## src/rtl/mem_arbiter_if.sv

```systemverilog
// Bundle of the IFU, LSU and memory-side signals around mem_arbiter.
// slave is the arbiter's view; master is the requester/memory environment's view.
interface mem_arbiter_if;
  logic [31:0] i_addr;
  logic        i_addr_valid;
  logic        i_rdata_valid;
  logic [31:0] i_rdata;

  logic [31:0] d_addr;
  logic [31:0] d_wdata;
  logic [3:0]  d_wmask;
  logic        d_wen;
  logic        d_valid;
  logic        d_rdata_valid;
  logic [31:0] d_rdata;

  logic        m_valid;
  logic [31:0] m_addr;
  logic        m_wen;
  logic [31:0] m_wdata;
  logic [3:0]  m_wmask;
  logic        m_resp_valid;
  logic [31:0] m_rdata;

  logic [1:0]  err;

  modport slave (
    input  i_addr, i_addr_valid, d_addr, d_wdata, d_wmask, d_wen, d_valid,
           m_resp_valid, m_rdata,
    output i_rdata_valid, i_rdata, d_rdata_valid, d_rdata,
           m_valid, m_addr, m_wen, m_wdata, m_wmask, err
  );

  modport master (
    output i_addr, i_addr_valid, d_addr, d_wdata, d_wmask, d_wen, d_valid,
           m_resp_valid, m_rdata,
    input  i_rdata_valid, i_rdata, d_rdata_valid, d_rdata,
           m_valid, m_addr, m_wen, m_wdata, m_wmask, err
  );
endinterface

```

## src/rtl/mem_arbiter.sv

```systemverilog
// Round-robin arbiter giving the IFU and LSU turns on one single-outstanding memory port,
// with sticky timeout / spurious-response error flags.
module mem_arbiter #(
  parameter int unsigned TIMEOUT_CYCLES = 256
) (
  input logic          clk,
  input logic          rst,
  mem_arbiter_if.slave bus
);

  localparam int unsigned CntW = (TIMEOUT_CYCLES == 0) ? 1 : $clog2(TIMEOUT_CYCLES + 1);
  localparam logic [CntW-1:0] CntMax = CntW'(TIMEOUT_CYCLES);

  typedef enum logic [1:0] {StIdle, StIfetch, StData} state_e;

  state_e          state_q, state_d;
  logic            last_data_q, last_data_d;
  logic [31:0]     m_addr_q, m_addr_d;
  logic [31:0]     m_wdata_q, m_wdata_d;
  logic [3:0]      m_wmask_q, m_wmask_d;
  logic            m_wen_q, m_wen_d;
  logic [1:0]      err_q, err_d;
  logic [CntW-1:0] cnt_q, cnt_d;

  always_ff @(posedge clk) begin
    if (rst) begin
      state_q     <= StIdle;
      last_data_q <= 1'b1;
      m_addr_q    <= '0;
      m_wdata_q   <= '0;
      m_wmask_q   <= '0;
      m_wen_q     <= 1'b0;
      err_q       <= '0;
      cnt_q       <= '0;
    end else begin
      state_q     <= state_d;
      last_data_q <= last_data_d;
      m_addr_q    <= m_addr_d;
      m_wdata_q   <= m_wdata_d;
      m_wmask_q   <= m_wmask_d;
      m_wen_q     <= m_wen_d;
      err_q       <= err_d;
      cnt_q       <= cnt_d;
    end
  end

  always_comb begin
    state_d     = state_q;
    last_data_d = last_data_q;
    m_addr_d    = m_addr_q;
    m_wdata_d   = m_wdata_q;
    m_wmask_d   = m_wmask_q;
    m_wen_d     = m_wen_q;
    err_d       = err_q;
    cnt_d       = cnt_q;

    unique case (state_q)
      StIdle: begin
        cnt_d = '0;
        // Nothing is outstanding, so any response here is spurious and dropped.
        if (bus.m_resp_valid) begin
          err_d[1] = 1'b1;
        end
        if (bus.i_addr_valid && (!bus.d_valid || last_data_q)) begin
          state_d   = StIfetch;
          m_addr_d  = bus.i_addr;
          m_wdata_d = '0;
          m_wmask_d = '0;
          m_wen_d   = 1'b0;
        end else if (bus.d_valid) begin
          state_d   = StData;
          m_addr_d  = bus.d_addr;
          m_wdata_d = bus.d_wdata;
          m_wmask_d = bus.d_wen ? bus.d_wmask : 4'b0000;
          m_wen_d   = bus.d_wen;
        end
      end
      StIfetch, StData: begin
        if (bus.m_resp_valid) begin
          state_d     = StIdle;
          last_data_d = (state_q == StData);
          cnt_d       = '0;
        end else begin
          if (cnt_q != CntMax) begin
            cnt_d = cnt_q + 1'b1;
          end
          // Flag only; the transaction keeps waiting for its response.
          if ((TIMEOUT_CYCLES != 0) && (cnt_d == CntMax)) begin
            err_d[0] = 1'b1;
          end
        end
      end
      default: state_d = StIdle;
    endcase
  end

  assign bus.m_valid       = (state_q != StIdle);
  assign bus.m_addr        = m_addr_q;
  assign bus.m_wdata       = m_wdata_q;
  assign bus.m_wmask       = m_wmask_q;
  assign bus.m_wen         = m_wen_q;
  assign bus.i_rdata_valid = (state_q == StIfetch) && bus.m_resp_valid;
  assign bus.d_rdata_valid = (state_q == StData) && bus.m_resp_valid;
  assign bus.i_rdata       = bus.m_rdata;
  assign bus.d_rdata       = bus.m_rdata;
  assign bus.err           = err_q;

endmodule

```

## src/flat_wrapper.sv

```systemverilog
// flat-port wrapper written by rule: the top's interface ports become plain ports
module mem_arbiter_flat 
#(
  parameter int unsigned TIMEOUT_CYCLES = 256
)
  (clk, rst, bus_i_addr, bus_i_addr_valid, bus_d_addr, bus_d_wdata, bus_d_wmask, bus_d_wen, bus_d_valid, bus_m_resp_valid, bus_m_rdata, bus_i_rdata_valid, bus_i_rdata, bus_d_rdata_valid, bus_d_rdata, bus_m_valid, bus_m_addr, bus_m_wen, bus_m_wdata, bus_m_wmask, bus_err);
  mem_arbiter_if bus_i ();
  input logic clk;
  input logic rst;
  input wire logic [$bits(bus_i.i_addr)-1:0] bus_i_addr;
  input wire logic [$bits(bus_i.i_addr_valid)-1:0] bus_i_addr_valid;
  input wire logic [$bits(bus_i.d_addr)-1:0] bus_d_addr;
  input wire logic [$bits(bus_i.d_wdata)-1:0] bus_d_wdata;
  input wire logic [$bits(bus_i.d_wmask)-1:0] bus_d_wmask;
  input wire logic [$bits(bus_i.d_wen)-1:0] bus_d_wen;
  input wire logic [$bits(bus_i.d_valid)-1:0] bus_d_valid;
  input wire logic [$bits(bus_i.m_resp_valid)-1:0] bus_m_resp_valid;
  input wire logic [$bits(bus_i.m_rdata)-1:0] bus_m_rdata;
  output wire logic [$bits(bus_i.i_rdata_valid)-1:0] bus_i_rdata_valid;
  output wire logic [$bits(bus_i.i_rdata)-1:0] bus_i_rdata;
  output wire logic [$bits(bus_i.d_rdata_valid)-1:0] bus_d_rdata_valid;
  output wire logic [$bits(bus_i.d_rdata)-1:0] bus_d_rdata;
  output wire logic [$bits(bus_i.m_valid)-1:0] bus_m_valid;
  output wire logic [$bits(bus_i.m_addr)-1:0] bus_m_addr;
  output wire logic [$bits(bus_i.m_wen)-1:0] bus_m_wen;
  output wire logic [$bits(bus_i.m_wdata)-1:0] bus_m_wdata;
  output wire logic [$bits(bus_i.m_wmask)-1:0] bus_m_wmask;
  output wire logic [$bits(bus_i.err)-1:0] bus_err;
  assign bus_i.i_addr = bus_i_addr;
  assign bus_i.i_addr_valid = bus_i_addr_valid;
  assign bus_i.d_addr = bus_d_addr;
  assign bus_i.d_wdata = bus_d_wdata;
  assign bus_i.d_wmask = bus_d_wmask;
  assign bus_i.d_wen = bus_d_wen;
  assign bus_i.d_valid = bus_d_valid;
  assign bus_i.m_resp_valid = bus_m_resp_valid;
  assign bus_i.m_rdata = bus_m_rdata;
  assign bus_i_rdata_valid = bus_i.i_rdata_valid;
  assign bus_i_rdata = bus_i.i_rdata;
  assign bus_d_rdata_valid = bus_i.d_rdata_valid;
  assign bus_d_rdata = bus_i.d_rdata;
  assign bus_m_valid = bus_i.m_valid;
  assign bus_m_addr = bus_i.m_addr;
  assign bus_m_wen = bus_i.m_wen;
  assign bus_m_wdata = bus_i.m_wdata;
  assign bus_m_wmask = bus_i.m_wmask;
  assign bus_err = bus_i.err;
  mem_arbiter #(.TIMEOUT_CYCLES(TIMEOUT_CYCLES)) u_core (.clk(clk), .rst(rst), .bus(bus_i));
endmodule
```

## config.mk

```make
export PLATFORM = sky130hd
export DESIGN_NAME = mem_arbiter_flat
export DESIGN_NICKNAME = d
export VERILOG_FILES = /design/src/rtl/mem_arbiter_if.sv /design/src/rtl/mem_arbiter.sv /design/src/flat_wrapper.sv
export SDC_FILE = /design/constraint.sdc
export NUM_CORES = 1
export LEC_CHECK = 0
export ABC_AREA = 1
export CORE_MARGIN = 5
export CORE_UTILIZATION = 33
export CTS_BUF_LIST = sky130_fd_sc_hd__clkbuf_2
export CTS_CLUSTER_SIZE = 8
export DETAILED_ROUTE_END_ITERATION = 6
export PLACE_DENSITY = 0.8
export SYNTH_ARGS = -nofsm -noshare
export SYNTH_HDL_FRONTEND = slang
export SYNTH_SLANG_ARGS = --single-unit
```

## constraint.sdc

```tcl
create_clock -name clk -period 1.34 [get_ports clk]
set_clock_uncertainty 0.05 [all_clocks]
set_input_delay 0.134 -clock clk [delete_from_list [all_inputs] [get_ports clk]]
set_output_delay 0.134 -clock clk [all_outputs]
set_load 0.02 [all_outputs]
```

* Yosys cells after proc, flatten, opt, wreduce, memory -nomap -nowiden *
Cells that the tools add are included.
W data, S select, Z words.

cells by class
  reductions and logical operators = 15
  add/sub/neg operators = 1
  bitwise operators = 1
  eq/ne operators = 6
  muxes and demuxes = 18

operators with widths
  operator               number
  $mux W32               4
  $mux W9                4
  $pmux W9 S2            1
  $mux W4                3
  $add A9 B1 Y9 const B  1
  $eq A9 B9 Y1 const B   1
  $ne A9 B9 Y1 const B   1
  $reduce_and A2 Y1      4
  $mux W2                3
  $reduce_bool A2 Y1     3
  $pmux W2 S2            1
  $logic_and A1 B1 Y1    3
  $ne A3 B2 Y1 const B   1
  $reduce_and A3 Y1      1
  $eq A2 B1 Y1 const B   1
  $eq A2 B2 Y1 const B   1
  $logic_not A2 Y1       1
  $mux W1                2
  $ne A2 B2 Y1 const B   1
  $reduce_or A2 Y1       1
  $logic_not A1 Y1       1
  $logic_or A1 B1 Y1     1
  $not A1 Y1             1

storage, ports and cells
  output and inout port bits = 138
  logic and storage cells = 50
  register bits = 83
  bits of input ports = 138

* Longest topological paths before layout *
  depth after elaboration = 6
  gate-level depth with buffers = 11
  gate-level depth less buffers = 11

* Worst setup path after synthesis *
Ideal clock, no wire load.

  path kind = register -> register
  from = register u_core.state_q[0]
  to = register u_core.cnt_q[2]
  stages on the path, launching flop included = 9
  path slack = -0.098 ns
  setup time = 0.070 ns
  data required time = 1.220 ns
  data arrival time = 1.317 ns
  clock period less this slack = 1.438 ns
  path buffers = 0
  path through = dfxtp_1 inv_1 ha_1 inv_1 nor2_1 inv_1 nor2_2 nand3_1 a21oi_1

on the way
  cells in the longest elaborated chain, start to end = 3
  elaborated cells between the ends (all ways) = 6
  those cells by class = eq/ne (2); mux (1); reduce/logical (3)

ends and longest elaborated chain
  element                                            RTL line           text
  from (decl)                                        mem_arbiter.sv:16  state_e state_q, state_d;
  from (signal assigned)                             mem_arbiter.sv:27  state_q <= StIdle;
  from (signal assigned)                             mem_arbiter.sv:36  state_q <= state_d;
  $eq A2 B1 Y1 or $eq A2 B2 Y1 (tied branches)       mem_arbiter.sv:57  unique case (state_q)
  $reduce_or A2 Y1                                   mem_arbiter.sv:57
  $pmux W9 S2 or $reduce_bool A2 Y1 (tied branches)  -
  to (signal assigned)                               mem_arbiter.sv:43  cnt_q <= cnt_d;
  to (decl)                                          mem_arbiter.sv:23  logic [CntW-1:0] cnt_q, cnt_d;

Several ways; a longest one is shown, not always the timed one.
A chain may end at the register's enable or synchronous reset.

* Worst setup path in the final report *
  from = register u_core.state_q[0]
  to = register u_core.m_addr_q[26] (netlist: u_core.bus.m_addr[26])

on the way
  cells in the longest elaborated chain, start to end = 2

ends and longest elaborated chain
  element                             RTL line           text
  $logic_not A2 Y1                    mem_arbiter.sv:57
  $reduce_and A2 Y1 (no source line)  -
  to (signal assigned)                mem_arbiter.sv:38  m_addr_q <= m_addr_d;
  to (decl)                           mem_arbiter.sv:18  logic [31:0] m_addr_q, m_addr_d;

No other way between the ends.

==> results.md <==
- Post-synthesis xor/xnor area fraction: 1.30%
- CTS Root Cell: clkbuf_2
- Int Power: 5.45 mW
- Drt first pass iters: 5
- Placed Cells: 813
- Fin cells: 1,008
- Top-count cell post-synth: nand2_1
- CP max FO: 4
- CP max-delay cell: dfxtp_4
- # DRC: 0
- Final Cycle Share: 127%
- Post-synth EDFFs: 0
- Fraction of layout cells with a size suffix above 1: 49.7%
- Synth Area in Compound Gates: 12.3%
- Combinational family with the most area after synthesis: simple AND/OR/NAND/NOR gates
- Post-Syn Area per Cell: 7.36 um^2
- R2r setup slk: -0.36 ns
- Mux contribution to synthesized area: 0%
- Worst slew pin tran: 0.479 ns
- Layout area overhead: 119%
- Total GRT Usage: 24.0%
- DRC marker count from the first detailed-route iteration: 419
- Clock Pin Slew Worst Setup and Hold Paths: 0.24 ns
- RSZ-0062 raised after global routing: yes
- PortBufs: 179
- CTS H-tree lvls: 3
- Critical path startpoint category: flop
- Largest area contributor in the netlist: dfxtp_1
- Vias in the first global route: 5,019
- Drt via density: 5.06
- Worst path max stage delay: 0.43 ns
- Bufs on Longest Clock Path: 2
- Synth Net Count: 679
- Io pins: 276
- Synth cell types: 25
- Synth area leaders: dfxtp_1 42%, nand2_1 20%, buf_4 13%
- Hold WC Path Type: in -> reg
- Core Area: 11,900 um^2
- Top FF cell, synth: dfxtp_1
- Full die area: 14,200 um^2
- Layout net count: 997
- Total global routing overflow: 0
- Die Y: 119 um
- Commonest cells post-synth: 205 x nand2_1, 83 x dfxtp_1, 66 x buf_4
- Worst-Skew Late Latency: 0.59 ns
- Die X: 119 um
- Fin Hold WS: 0.0643 ns
- Worst slack, placed: -0.332 ns
- Rel. slew slack: 68.1%
- Antenna-violating nets left: 0
- Sequential area share after synthesis: 42.2%
- Via count: 5,097
- Row cnt: 40
- TritonCTS clock tree: built
- Mapped Area: 3940 um^2
- Routability congestion estimate: 0.812
- CP required: 1.84 ns
- Num CTS Buffers: 9
- CTS sink cnt: 83
- Max Clock Freq: 590 MHz
- Dpl hpwl: 8550 um
- Flop pwr share: 35.2%
- Slew Limit Fails: 0
- Wire length per cell: 19.7 um
- Final Hold Fails: 0
- Simple-gate portion of the synthesized area: 24.4%
- CP most frequent cell: buf_12
- Outcome: complete, but fails checks
- Worst-path cell chain: inv_4, ha_4, buf_6, nand2_4, buf_8, buf_12, buf_12, buf_12, nand2_1, a31oi_1
- Max IR drop VDD: 0.637 mV
- Warnings from Yosys: 0
- Max_cap viols: 0
- First-pass GRT wire length: 27,100 um
- Clock share of power: 16.5%
- Sw power: 2.87 mW
- Final wirelength: 19,800 um
- Async set or reset register ratio after synthesis: 0%
- Crit path kind: reg -> reg
- Power density over cell area: 964 nW/um^2
- Leakage power: 3.65 nW
- Flip-flop and latch count after synthesis: 83
- Buf/Inv on CP: 6
- Switching Share: 34.5%
- WP data arrival: 2.20 ns
- Min cycle time layout: 1.70 ns
- Post-synthesis adder-cell area fraction: 1.91%
- Fin util: 72.7%
- Antenna violations before repair: 2
- Final worst setup slack: -0.356 ns
- Critical path endpoint category: flop
- CP top delay family: buffers and inverters
- Fillers: 731
- Initial Util: 33.2%
- Post-synth top area share: 42.2%
- Pin count of the biggest net entering global routing: 20
- Post-Synthesis Cells: 535
- Setup Viol. Count Final: 85
- Failing checks: setup timing
- Comb power frac: 48.3%
## cell type report
cell class	count	area (um^2)	share of cell area [%]
diodes	3	7.51	0.0871
clock buffers	11	55.1	0.639
clock inverters	5	53.8	0.624
inverters	25	109	1.26
multi-input cells	337	2120	24.6
flip-flops and latches	83	1780	20.6
well taps	147	184	2.13
repair buffers	397	4310	50.0
## stage by stage
| stage | power (mW) | area, um^2 | setup TNS, ns |
|---|---|---|---|
| after floorplan | 4.12 | 3980 | -0.0389 |
| after global placement | 4.96 | 5770 | -19.36 |
| after detailed placement | 4.97 | 5770 | -21.64 |
| after CTS | 7.71 | 7900 | -17.94 |
| after global routing | 8.64 | 8620 | -32.55 |
| final | 8.31 | 8620 | -21.24 |
## cells in the final DEF, fill, tap and decap left out, types with 11 or more instances in the layout
cell type / synthesis / layout
dlygate4sd3_1: 0 / 85
buf_4: 66 / 84
nand2_1: 205 / 160
a21oi_1: 51 / 17
inv_1: 21 / 13
clkdlybuf4s50_1: 0 / 104
buf_12: 0 / 18
a21oi_2: 0 / 34
buf_6: 1 / 89
buf_16: 0 / 11
clkbuf_2: 0 / 11
nand2_4: 1 / 17
nand2_2: 2 / 31
a31oi_1: 31 / 25
dfxtp_2: 0 / 68
## flip-flops by register name, indices dropped and copies added (netlist names)
name,cells
u_core.bus.err,2
u_core.last_data_q,1
u_core.cnt_q,9
u_core.state_q,2
u_core.bus.m_wmask,4
u_core.bus.m_wdata,32
u_core.bus.m_addr,32
u_core.bus.m_wen,1
## layer usage
metal,share of wire [%],vias to the layer above,GRT usage [%]
li1,-,2298,-
met1,35,2357,25.4
met2,51,344,42.8
met3,9.4,98,8.78
met4,4.6,0,9.92
met5,0,-,0
## cell families after synthesis
logic type / after synthesis
and+or+nand+nor: 239
buffers and inverters: 116
AOI/OAI and AO/OA: 86
DFF: 83
adders and majority gates: 6
xor gates and xnor gates: 5
## tightest hold or removal path: cells and delay by family
kind	cells	cell delay [ns]
AOI/OAI and AO/OA	1	0.10
and+or+nand+nor	1	0.08
buffers and inverters	1	0.39
## final timing paths
path | from | endpoint | cells after the start
setup / recovery | u_core.state_q[0]$_SDFFE_PP0P_ | u_core.bus.m_addr[26]$_SDFFE_PP0P_ | 10
hold / removal | bus_i_addr[9] | u_core.bus.m_addr[9]$_SDFFE_PP0P_ | 3
setup reg to reg | u_core.state_q[0]$_SDFFE_PP0P_ | u_core.bus.m_addr[26]$_SDFFE_PP0P_ | 10
hold reg to reg | u_core.bus.m_wdata[14]$_SDFFE_PP0P_ | u_core.bus.m_wdata[14]$_SDFFE_PP0P_ | 2
## what timing repair did
| item | 4_1_cts | 5_1_grt |
|---|---|---|
| pin swaps | 37 | 30 |
| endpoints found under the hold margin | 63 | 1 |
| hold buffers | 84 | 1 |
| buffers inserted | 38 | 40 |
| gates cloned | 16 | 1 |
| gates resized for setup | 593 | 107 |
| setup endpoints to repair | 155 | 156 |
## power by group through the flow
stage	registers [mW]	logic (mW)	clock network (mW)
final	2.93	4.02	1.37
after global routing	2.95	4.18	1.51
after CTS	2.89	3.44	1.38
after detailed placement	2.87	2.10	0
after global placement	2.86	2.09	0
after floorplan	3.12	1.00	0
No activity file was read; power rests on OpenSTA's default activity.
